`src/rtl/fetch_pkg.sv`:
```
// Shared types and constants for the instruction-fetch stage.
package fetch_pkg;

  localparam int INSTR_BYTES = 4;
  localparam int FETCH_AW    = 32;
  localparam int FETCH_DW    = 32;

  localparam logic [FETCH_AW-1:0] DEFAULT_RESET_PC = '0;

  // Default-width prefetch entry; the top re-declares it at its own widths.
  typedef struct packed {
    logic [FETCH_AW-1:0] pc;
    logic [FETCH_DW-1:0] instr;
  } fetch_entry_t;

endpackage

```
`src/rtl/fetch_fifo.sv`:
```
// Prefetch FIFO: synchronous push/pop, flush, combinational head read.
module fetch_fifo
  import fetch_pkg::*;
#(
  parameter int  DEPTH   = 2,
  parameter type entry_t = fetch_entry_t,
  localparam int PW      = $clog2(DEPTH),
  localparam int CW      = PW + 1
) (
  input  logic          clk,
  input  logic          flush_i,
  input  logic          push_i,
  input  logic          pop_i,
  input  entry_t        data_i,
  output entry_t        head_o,
  output logic          valid_o,
  output logic [CW-1:0] count_o
);

  entry_t        mem_q [DEPTH];
  logic [PW-1:0] rd_ptr_q, wr_ptr_q;
  logic [CW-1:0] count_q, count_d;
  logic          pop_eff;

  assign valid_o = (count_q != '0);
  assign count_o = count_q;
  // Popping an empty FIFO is a no-op.
  assign pop_eff = pop_i & valid_o;
  // Head reads as zero while empty so downstream never sees stale entries.
  assign head_o  = valid_o ? mem_q[rd_ptr_q] : '0;

  // Occupancy after this cycle's push/pop.
  always_comb begin
    count_d = count_q + CW'(push_i) - CW'(pop_eff);
  end

  // Pointer/count state; flush wins over any push or pop.
  always_ff @(posedge clk) begin
    if (flush_i) begin
      rd_ptr_q <= '0;
      wr_ptr_q <= '0;
      count_q  <= '0;
    end else begin
      if (push_i)  wr_ptr_q <= wr_ptr_q + 1'b1;
      if (pop_eff) rd_ptr_q <= rd_ptr_q + 1'b1;
      count_q <= count_d;
    end
  end

  // Storage array; no reset needed since the count gates visibility.
  always_ff @(posedge clk) begin
    if (!flush_i && push_i) mem_q[wr_ptr_q] <= data_i;
  end

  // The issuer's credit check must never let a push land in a full FIFO.
  always_ff @(posedge clk) begin
    if (!flush_i) assert (!(push_i && !pop_eff && count_q == CW'(DEPTH)));
  end

endmodule

```
`src/rtl/fetch_unit.sv`:
```
// Instruction-fetch stage: PC, credit-based issue to a 1-cycle imem,
// redirect with flush, and a prefetch FIFO toward decode.
module fetch_unit
  import fetch_pkg::*;
#(
  parameter int ADDRESS_WIDTH = FETCH_AW,
  parameter int DATA_WIDTH    = FETCH_DW,
  parameter int FIFO_DEPTH    = 2,
  parameter logic [ADDRESS_WIDTH-1:0] RESET_PC = ADDRESS_WIDTH'(DEFAULT_RESET_PC)
) (
  input  logic                     clk,
  input  logic                     rst,
  input  logic                     PCsrc,
  input  logic [ADDRESS_WIDTH-1:0] ImmOp,
  input  logic [ADDRESS_WIDTH-1:0] branch_pc,
  output logic                     imem_req,
  output logic [ADDRESS_WIDTH-1:0] imem_addr,
  input  logic [DATA_WIDTH-1:0]    imem_rdata,
  output logic                     instr_valid,
  output logic [DATA_WIDTH-1:0]    instr,
  output logic [ADDRESS_WIDTH-1:0] instr_pc,
  input  logic                     instr_ready
);

  localparam int CW = $clog2(FIFO_DEPTH) + 1;
  localparam int OW = CW + 1;
  localparam logic [ADDRESS_WIDTH-1:0] PC_INC    = ADDRESS_WIDTH'(INSTR_BYTES);
  localparam logic [ADDRESS_WIDTH-1:0] ALIGN_MSK = ~ADDRESS_WIDTH'(INSTR_BYTES - 1);

  typedef struct packed {
    logic [ADDRESS_WIDTH-1:0] pc;
    logic [DATA_WIDTH-1:0]    instr;
  } entry_t;

  logic [ADDRESS_WIDTH-1:0] pc_q, pc_d;
  logic [ADDRESS_WIDTH-1:0] inflight_pc_q, inflight_pc_d;
  logic                     inflight_q, inflight_d;
  logic [ADDRESS_WIDTH-1:0] target;
  logic [CW-1:0]            fifo_count;
  logic [OW-1:0]            occ;
  logic                     fifo_valid, pop, push, issue, credit, flush;
  entry_t                   push_ent, head;

  // Redirect target, word-aligned; wraps modulo 2^AW.
  assign target = (branch_pc + ImmOp) & ALIGN_MSK;

  // Pop is ignored on a redirect since the FIFO is being flushed anyway.
  assign pop    = instr_valid & instr_ready & ~PCsrc;
  // Entries held or promised (FIFO + in flight) after this cycle's pop.
  assign occ    = {1'b0, fifo_count} - OW'(pop) + OW'(inflight_q);
  assign credit = occ < OW'(FIFO_DEPTH);
  assign issue  = credit & ~PCsrc & ~rst;

  // A response is dropped if a redirect or reset lands on its arrival cycle.
  assign push   = inflight_q & ~PCsrc & ~rst;
  assign flush  = rst | PCsrc;

  assign push_ent.pc    = inflight_pc_q;
  assign push_ent.instr = imem_rdata;

  assign imem_req    = issue;
  assign imem_addr   = pc_q;
  assign instr_valid = fifo_valid & ~rst;
  assign instr       = head.instr;
  assign instr_pc    = head.pc;

  // Next PC and in-flight tracking; redirect outranks sequential issue.
  always_comb begin
    pc_d          = pc_q;
    inflight_d    = 1'b0;
    inflight_pc_d = inflight_pc_q;
    if (PCsrc) begin
      pc_d = target;
    end else if (issue) begin
      pc_d          = pc_q + PC_INC;
      inflight_d    = 1'b1;
      inflight_pc_d = pc_q;
    end
  end

  // PC/in-flight registers with synchronous reset.
  always_ff @(posedge clk) begin
    if (rst) begin
      pc_q          <= RESET_PC;
      inflight_q    <= 1'b0;
      inflight_pc_q <= '0;
    end else begin
      pc_q          <= pc_d;
      inflight_q    <= inflight_d;
      inflight_pc_q <= inflight_pc_d;
    end
  end

  fetch_fifo #(
    .DEPTH   (FIFO_DEPTH),
    .entry_t (entry_t)
  ) u_fifo (
    .clk     (clk),
    .flush_i (flush),
    .push_i  (push),
    .pop_i   (pop),
    .data_i  (push_ent),
    .head_o  (head),
    .valid_o (fifo_valid),
    .count_o (fifo_count)
  );

endmodule

```
`config.mk`:
```
export PLATFORM = sky130hd
export DESIGN_NAME = fetch_unit
export DESIGN_NICKNAME = d
export VERILOG_FILES = /design/src/rtl/fetch_pkg.sv /design/src/rtl/fetch_fifo.sv /design/src/rtl/fetch_unit.sv
export SDC_FILE = /design/constraint.sdc
export NUM_CORES = 1
export LEC_CHECK = 0
export BUFFER_PORTS_ARGS = -buffer_cell sky130_fd_sc_hd__buf_2
export CORE_MARGIN = 1
export CORE_UTILIZATION = 59
export CTS_BUF_LIST = sky130_fd_sc_hd__clkbuf_8 sky130_fd_sc_hd__clkbuf_16
export CTS_CLUSTER_DIAMETER = 150
export DETAILED_ROUTE_END_ITERATION = 12
export GPL_ROUTABILITY_DRIVEN = 0
export PLACE_DENSITY_LB_ADDON = 0.3
export RECOVER_POWER = 100
export REMOVE_ABC_BUFFERS = 1
export SYNTH_ARGS = -nofsm -noshare
export SYNTH_HDL_FRONTEND = slang
export SYNTH_SLANG_ARGS = --single-unit
```
`constraint.sdc`:
```
create_clock -name clk -period 9.67 [get_ports clk]
set_input_delay 1.4505 -clock clk [delete_from_list [all_inputs] [get_ports clk]]
set_output_delay 1.4505 -clock clk [all_outputs]
set_load 0.05 [all_outputs]
```
Word level (Yosys, flattened, before mapping)
Memories as Yosys holds them, arrays and structs flattened. A register that Yosys moved wholly into a read port is not among the register bits.
Index checks and enable logic that the tools add are counted.
Widths: inputs -> output; s select.
{ "word_totals": {"ff_bits": 69, "ramBits": 128, "input_bits": 100, "output_inout_bits": 98, "elab_cells": 42, "memories": 1} }
{ "memory_table": {"columns": ["name", "depth", "word_bits", "read_ports", "rd_ports_with_merged_regs", "write_ports", "line_no", "source"], "rows": [
  ["u_fifo.mem_q", 2, 64, 1, 1, 1, "fetch_fifo.sv:20", "entry_t mem_q [DEPTH];"]
]} }
{ "classes": {"n_addsub": 8, "magnitude_cmp": 1, "muxes": 8, "bitwise": 11, "n_reduce_logical": 6} }
{ "op_table": {"columns": ["op", "n"], "rows": [
  ["$mux 32", 2],
  ["$mux 64", 1],
  ["$add 32x3->32 const B", 1],
  ["$add 32x32->32", 1],
  ["$and 1x1->1", 8],
  ["$mux 1", 5],
  ["$reduce_bool 2->1", 2],
  ["$add 3x1->3", 1],
  ["$lt 3x2->1 const B", 1],
  ["$sub 2x1->3", 1],
  ["$add 1x1->1 const B", 2],
  ["$add 2x1->2", 1],
  ["$not 1->1", 2],
  ["$reduce_and 2->1", 1],
  ["$reduce_or 2->1", 1],
  ["$sub 2x1->2", 1],
  ["$logic_and 1x1->1", 1],
  ["$logic_not 1->1", 1],
  ["$or 1x1->1", 1]
]} }

Longest topological paths before layout
Gate-level depths: netlist of the first run.
{ "logic_depth": {"depth_word": 11, "ltp_mapped": 17, "ltp_nobuf": 15} }

Hierarchy
From an unflattened synthesis of the first run, not the netlist that was laid out.
{ "hier_totals": {"hier_cells": 824, "area_unflattened_um2": 9424.0} }
{ "by_module_without_submodules": {"columns": ["mod", "instances", "cells_each", "area_per_inst_um2", "seq_area_each_um2"], "rows": [
  ["fetch_fifo", 1, 293, 5302.6, 3943.8],
  ["fetch_unit", 1, 531, 4121.5, 1221.2]
]} }

Least setup slack after synthesis of the first run
OpenSTA, ideal clock, no wires.
{ "synth_path": {"kind": "input -> output", "start": "in PCsrc", "end": "out imem_req", "t_arrival_ns": 4.124, "slack_ns": 4.096, "stages": 12, "n_path_buf": 3, "path_cell_list": "or2_2 clkbuf_1 nor2_1 ha_1 nand2b_1 fa_1 xnor2_1 and2_1 buf_2 nand2_1 inv_2 buf_1"} }
{ "synth_via": {"elab_chain_cells": 7} }
{ "synth_rtl": {"columns": ["element", "line_no", "source"], "rows": [
  ["start: declaration", "fetch_unit.sv:13", "input logic PCsrc,"],
  ["$not 1->1 (no source line) *", null, null],
  ["$and 1x1->1", "fetch_unit.sv:48", "assign pop = instr_valid & instr_ready & ~PCsrc;"],
  ["$sub 2x1->3", "fetch_unit.sv:50", "assign occ = {1'b0, fifo_count} - OW'(pop) + OW'(inflight_q);"],
  ["$add 3x1->3", "fetch_unit.sv:50", null],
  ["$lt 3x2->1", "fetch_unit.sv:51", "assign credit = occ < OW'(FIFO_DEPTH);"],
  ["$and 1x1->1 * (2 in series)", "fetch_unit.sv:52", "assign issue = credit & ~PCsrc & ~rst;"],
  ["end: declaration", "fetch_unit.sv:16", "output logic imem_req,"]
]} }
Every way passes the cells marked *; elsewhere a longest branch is shown, timed or not.

Worst setup path in the final report of the first run
{ "layout_path": {"start": "in rst", "end": "out imem_req"} }
{ "layout_via": {"elab_chain_cells": 9} }
{ "layout_rtl": {"columns": ["element", "line_no", "source"], "rows": [
  ["start: declaration", "fetch_unit.sv:12", "input logic rst,"],
  ["$not 1->1 *", "fetch_unit.sv:52, fetch_unit.sv:63", null],
  ["$and 1x1->1", "fetch_unit.sv:63", "assign instr_valid = fifo_valid & ~rst;"],
  ["$and 1x1->1 (2 in series)", "fetch_unit.sv:48", null],
  ["$sub 2x1->3", "fetch_unit.sv:50", null],
  ["$add 3x1->3", "fetch_unit.sv:50", null],
  ["$lt 3x2->1", "fetch_unit.sv:51", null],
  ["$and 1x1->1", "fetch_unit.sv:52", null],
  ["$and 1x1->1 *", "fetch_unit.sv:52", null]
]} }
Marked as above.

==> results by group, run 1 <==
Detailed routing
  • Vias: 6733
  • DRC: 0
  • WL final: 18500 um
  • Routed Antenna Nets: 0
  • Wire per inst: 15.4 um
  • 1st-iter DRT viols: 375
  • DR vias/cell: 5.62
  • Drt pass-1 iters: 5

Setup path
  • Worst reg2reg setup slack: 4.69 ns
  • WS Path Type: in -> out
  • Worst r2r dst: imem_addr[22]
  • Worst R2R Path Depth: 15
  • Crit path to: imem_req
  • Worst setup SP type: primary input
  • Setup crit start: rst
  • Critical path cell sequence: buf_2, buf_4, or2_0, nor2_1, ha_1, nand2b_1, fa_1, xnor2_1, and2_0, nand2_1, clkbuf_1, inv_2, clkbuf_1
  • WP data arrival: 6.22 ns
  • Slowest cell delay on critical path: 1.12 ns
  • Critical Path Most Common Cell: clkbuf_1
  • Reg2reg start: u_fifo.count_o[1]
  • CP max-delay cell: clkbuf_1
  • Worst EP required: 8.22 ns
  • Crit path max fanout: 61
  • Setup crit end kind: output pin

Floorplan
  • Initial core utilization: 61.4%
  • Core area: 14800 um2
  • Chip width: 126 um
  • Row cnt: 44
  • Chip height: 126 um
  • Die Footprint: 15800 um2
  • Ports placed on the boundary: 198

GRT
  • First-pass GRT wire length: 29700 um
  • Met1 GRT Util: 30.7%
  • Routing usage on met2: 38.6%
  • Met3 global-route usage: 5.40%
  • Vias in the first global route: 6175
  • GRT Max-Usage Layer: met2
  • Total gr overflow: 0
  • Initial antenna violation count: 0
  • Largest net degree at the start of global routing: 64
  • Total Routing Usage GR: 23.6%

Placed design
  • Placed wire-length estimate: 12500 um
  • Pre-CTS setup slack: 3.30 ns
  • Port bufs: 193

Power
  • Comb pwr share: 14.0%
  • Clock power frac: 36.9%
  • PwrDens: 176 nW/um2
  • IR drop worst, VDD: 0.139 mV
  • Internal power: 1.36 mW
  • Net switching power: 0.509 mW
  • Leak: 3.83 nW
  • Reg power frac: 49.1%
  • Total power: 1.87 mW
  • Net Sw Frac: 27.3%

STA
  • Final hold vios: 0
  • Final setup viols: 0
  • Slew @ Worst Pin: 3.57 ns
  • Unrepaired setup endpoints after global routing: no
  • Setup TNS Final: 0 ns
  • Peak Freq: 0.130 GHz
  • Slew HR: -138%
  • Worst Skew: 0.0134 ns
  • Fin. max-slew vios: 224
  • Tcrit/Tclk final: 79.4%
  • Min Tclk post-route: 7.67 ns
  • Setup ws final: 2.00 ns

CTS
  • Clock-pin slew on the worst setup and hold paths: 0.06 ns
  • CTS root buf: clkbuf_16
  • Worst-Skew Late Latency: 0.43 ns
  • Max clock buf depth: 2
  • Htree depth: 4
  • CTS tree: done
  • Resize count post-CTS: 0
  • Post-CTS Setup Bufs: 0
  • CTS sink count: 190
  • Hold Buf Count CTS: 0
  • CTS buffer count: 17

Final layout
  • Share of post-route cells with drive strength above 1: 14.2%
  • Utilization after layout: 71.8%
  • Area delta synth->final: 17.0%
  • Layout Nets: 1136
  • Number of fill cells: 1138
  • Antenna Cells: 0

Status
  • Status: finished with violations
  • Failing checks: capacitance limit, slew limit

Synthesis
  • FF+latch count, synth: 190
  • Synthesized area: 9050 um2
  • Post-synth EDFFs: 124
  • Largest family of logic cells by synthesized area: simple AND/OR/NAND/NOR gates
  • Top cells by count, synth: edfxtp_1, nor2_1, nand2_1, dfxtp_1, mux2i_1
  • Synth top area share: 41.1%
  • Yosys top cell by area: edfxtp_1
  • Post-Synth Simple-Gate Area: 13.6%
  • Sequential share of the synthesized area: 55.7%
  • Mux contribution to synthesized area: 6.98%
  • Avg Inst Size Synth: 11.1 um2
  • Share of async-settable or async-resettable flops after synthesis: 0%
  • Synth Area in Compound Gates: 10.9%
  • Synth area leaders: edfxtp_1, dfxtp_1, mux2i_1
  • Post-Synth Adder-Cell Area: 4.92%
  • Mapped Cells: 819
  • Main synth FF type: edfxtp_1
  • Most common cell in the netlist: edfxtp_1
  • Yosys cell types: 69
  • Post-synthesis xor/xnor area fraction: 5.22%
  • Synth warn: 0

Run
  • Number of max-cap violations: 4

Worst hold path
  • Worst min path class: reg -> reg
[worst max-delay path: cells and delay by family]
| family | cells | cell delay, ns |
|---|---|---|
| buffers and inverters | 5 | 2.76 |
| and+or+nand+nor | 5 | 1.18 |
| adders and majority gates | 2 | 0.65 |
| xor gates and xnor gates | 1 | 0.14 |
[registers in the layout, summed over array words and instances (netlist names), named ones only]
name and count:
u_fifo.count_o 2, inflight_q 1, u_fifo.wr_ptr_q 1, u_fifo.mem_q 124, inflight_pc_q 30, u_fifo.rd_ptr_q 1, imem_addr 30
[cells by family (layout without fill, tap and decap cells)]
family | Yosys count | in the layout
other | 1 | 4
and+or+nand+nor | 278 | 278
muxes | 63 | 63
AOI/OAI and AO/OA | 146 | 146
adders and majority gates | 35 | 35
xor gates and xnor gates | 54 | 54
DFF | 190 | 190
buffers and inverters | 52 | 244
[power by group through the flow]
stage	sequential, mW	clock, mW	combinational (mW)
global placement	0.931	0	0.260
detailed placement	0.932	0	0.265
CTS	0.915	0.696	0.267
finish	0.916	0.688	0.262
global route	0.919	0.735	0.285
floorplan	0.973	0	0.142
[per-layer routing]
metal  up-vias  wire length [um]  share of wire (%)
met5         -                 0                  0
met4         0               298                1.6
li1       3330                 -                  -
met3        25              1310                7.1
met1      3115              8160                 44
met2       263              8710                 47
[area by class of cell]
type,instances,area (um2),share of cell area [%]
well taps,184,230,2.17
flip-flops and latches,190,5040,47.6
repair buffers,199,875,8.25
inverters,13,48.8,0.461
clock inverters,12,110,1.04
multi-input cells,580,3800,35.8
clock buffers,20,489,4.62
[stage by stage]
step | area (um2) | hold WS (ns) | cells
floorplan | 8880 | 0.425 | 783
global placement | 10100 | 0.431 | 1166
detailed placement | 10100 | 0.437 | 1166
CTS | 10700 | 0.456 | 1198
global route | 10600 | 0.465 | 1198
finish | 10600 | 0.453 | 1198
[cell usage in the layout, fill, tap and decap left out, drive strengths merged, types with 3 or more instances in the layout]
cell,n
edfxtp,124
clkbuf,123
nor2,107
nand2,96
buf,96
dfxtp,66
mux2i,62
a21oi,56
xnor2,35
ha,34
inv,23
a211oi,20
xor2,19
nand3,18
a21o,15
o21ai,15
and3,15
nand4,9
and2,8
nor3,6
nand2b,4
nor2b,4
conb,4
a221oi,4
or3,3
o22ai,3
[worst min-delay path by stage]
stage / slack, ns / depth (start not counted) / end / start
floorplan: 0.43 / 0 / u_fifo.mem_q[0][34] / inflight_pc_q[2]
global placement: 0.43 / 0 / u_fifo.mem_q[0][59] / inflight_pc_q[27]
detailed placement: 0.44 / 0 / u_fifo.mem_q[0][54] / inflight_pc_q[22]
CTS: 0.46 / 0 / u_fifo.mem_q[1][61] / inflight_pc_q[29]
global route: 0.47 / 0 / u_fifo.mem_q[1][43] / inflight_pc_q[11]
finish: 0.45 / 0 / u_fifo.mem_q[0][43] / inflight_pc_q[11]
Note: power is estimated with default switching activity, not from simulation.
==> run 2, diff against run 1 <==
Settings changed: CORE_UTILIZATION 59 to 49.
Clock period 9.67 ns to 6.91 ns, I/O delays scaled along.
==> results by group, run 2 (synthesis results as in run 1) <==
Setup path
  • Crit path max fanout: 60
  • Critical Path Most Common Cell: clkbuf_1
  • Slowest cell delay on critical path: 1.92 ns
  • CP Buf/Inv Count: 4
  • Worst reg2reg setup slack: 2.85 ns
  • Worst EP required: 5.87 ns
  • Worst r2r dst: imem_addr[31]
  • CP max-delay cell: clkbuf_1
  • Worst setup SP type: primary input
  • Critical path cell sequence: clkbuf_1, clkbuf_1, nor2_1, nand2_1, inv_2, buf_2
  • Setup crit end kind: output pin
  • WS Path Type: in -> out
  • Worst R2R Path Depth: 16
  • Reg2reg start: u_fifo.count_o[1]
  • WP data arrival: 4.38 ns
  • Delay-heaviest family, CP: buffers and inverters

Power
  • Net Sw Frac: 26.5%
  • PwrDens: 242 nW/um2
  • Comb pwr share: 14.3%
  • IR drop worst, VDD: 0.157 mV
  • Internal power: 1.89 mW
  • Total power: 2.57 mW
  • Leak: 3.81 nW
  • Clock power frac: 35.8%
  • Net switching power: 0.682 mW
  • Reg power frac: 49.9%

Final layout
  • Utilization after layout: 58.9%
  • Antenna Cells: 0
  • Share of post-route cells with drive strength above 1: 13.1%
  • Area delta synth->final: 17.2%
  • Most common cell after layout, fill and taps aside: edfxtp_1
  • Max reg flops: 124
  • Biggest register: u_fifo.mem_q
  • Most frequent cells in the layout: edfxtp_1, clkbuf_1, nor2_1
  • Layout Nets: 1137
  • Fin area: 10600 um2

GRT
  • Routing usage on met2: 31.4%
  • First-pass GRT wire length: 29600 um
  • Met1 GRT Util: 26.6%
  • Vias in the first global route: 5998
  • Met3 global-route usage: 5.37%
  • GRT Max-Usage Layer: met2
  • Initial antenna violation count: 0
  • Total gr overflow: 0
  • Total Routing Usage GR: 20.2%
  • Largest net degree at the start of global routing: 64

CTS
  • Hold Buf Count CTS: 0
  • Clock-pin slew on the worst setup and hold paths: 0.06 ns
  • CTS root buf: clkbuf_16
  • Max clock buf depth: 2
  • CTS tree: done
  • CTS sink count: 190
  • CTS buffer count: 17
  • Worst-Skew Late Latency: 0.43 ns
  • Htree depth: 4
  • Post-CTS Setup Bufs: 0
  • Resize count post-CTS: 0

STA
  • Slew @ Worst Pin: 3.64 ns
  • Fin. max-slew vios: 187
  • Final setup viols: 0
  • Tcrit/Tclk final: 78.4%
  • Min Tclk post-route: 5.42 ns
  • Worst Skew: 0.0123 ns
  • Peak Freq: 0.185 GHz
  • Unrepaired setup endpoints after global routing: no
  • Final hold vios: 0
  • Slew HR: -143%
  • Setup TNS Final: 0 ns

Worst hold path
  • Worst min path class: reg -> reg
  • Hold_sp: inflight_pc_q[19]
  • Worst Hold Depth: 0
  • WHS Endpoint: u_fifo.mem_q[0][51]

Status
  • Status: finished with violations
  • Failing checks: capacitance limit, slew limit

Placed design
  • DP Area: 10200 um2
  • Port bufs: 193
  • Placed wire-length estimate: 13200 um

Detailed routing
  • Wire per inst: 15.4 um
  • Routed Antenna Nets: 0
  • 1st-iter DRT viols: 397
  • DRC: 0
  • WL final: 19100 um
  • Drt pass-1 iters: 5
  • DR vias/cell: 5.30
  • Vias: 6590

Floorplan
  • Ports placed on the boundary: 198
  • Chip height: 138 um
  • Initial core utilization: 50.2%
  • Chip width: 138 um
  • Row cnt: 49
  • Core area: 18000 um2
  • Die Footprint: 19000 um2

Run
  • Number of max-cap violations: 3
==> run 2: cell types whose count changed in the layout (fill, tap and decap cells not counted), moves of 3 or more <==
cell and delta:
buf_2 -11, clkbuf_1 +9, clkinvlp_4 +3, inv_1 +3
inv_6 -4, inv_8 -4
==> run 2: layer usage <==
| layer | vias to the layer above | routed length [um] |
|---|---|---|
| li1 | 3327 | - |
| met4 | 0 | 378 |
| met2 | 202 | 8700 |
| met1 | 3031 | 8750 |
| met5 | - | 0 |
| met3 | 30 | 1290 |
==> run 2: power by group through the flow <==
| stage | Combinational, mW | Sequential, mW | Clock (mW) |
|---|---|---|---|
| global placement | 0.370 | 1.30 | 0 |
| finish | 0.367 | 1.28 | 0.922 |
| floorplan | 0.199 | 1.36 | 0 |
| detailed placement | 0.374 | 1.31 | 0 |
| global route | 0.404 | 1.29 | 0.981 |
| CTS | 0.376 | 1.28 | 0.933 |
==> run 2: worst max path at each step <==
stage / startpoint / endpoint / cells past startpoint
floorplan: PCsrc / imem_addr[31] / 15
global placement: PCsrc / imem_addr[30] / 16
detailed placement: PCsrc / imem_addr[30] / 16
CTS: PCsrc / imem_req / 11
global route: register / instr[5] / 3
finish: rst / imem_req / 6
==> run 2: area by class of cell <==
cell class	instances	area, um2
inverter	13	48.8
clock inverter	12	93.8
tap	229	287
clock buffer	20	467
sequential	190	5040
multi-input combinational	580	3800
fill	1577	7410
timing repair buffer	200	873
==> run 2: through the flow <==
stage	hold WS [ns]	setup WS, ns	instances
detailed placement	0.442	2.28	1212
CTS	0.457	2.43	1244
finish	0.458	1.49	1244
floorplan	0.425	2.03	783
global placement	0.431	2.38	1212
global route	0.460	1.14	1244
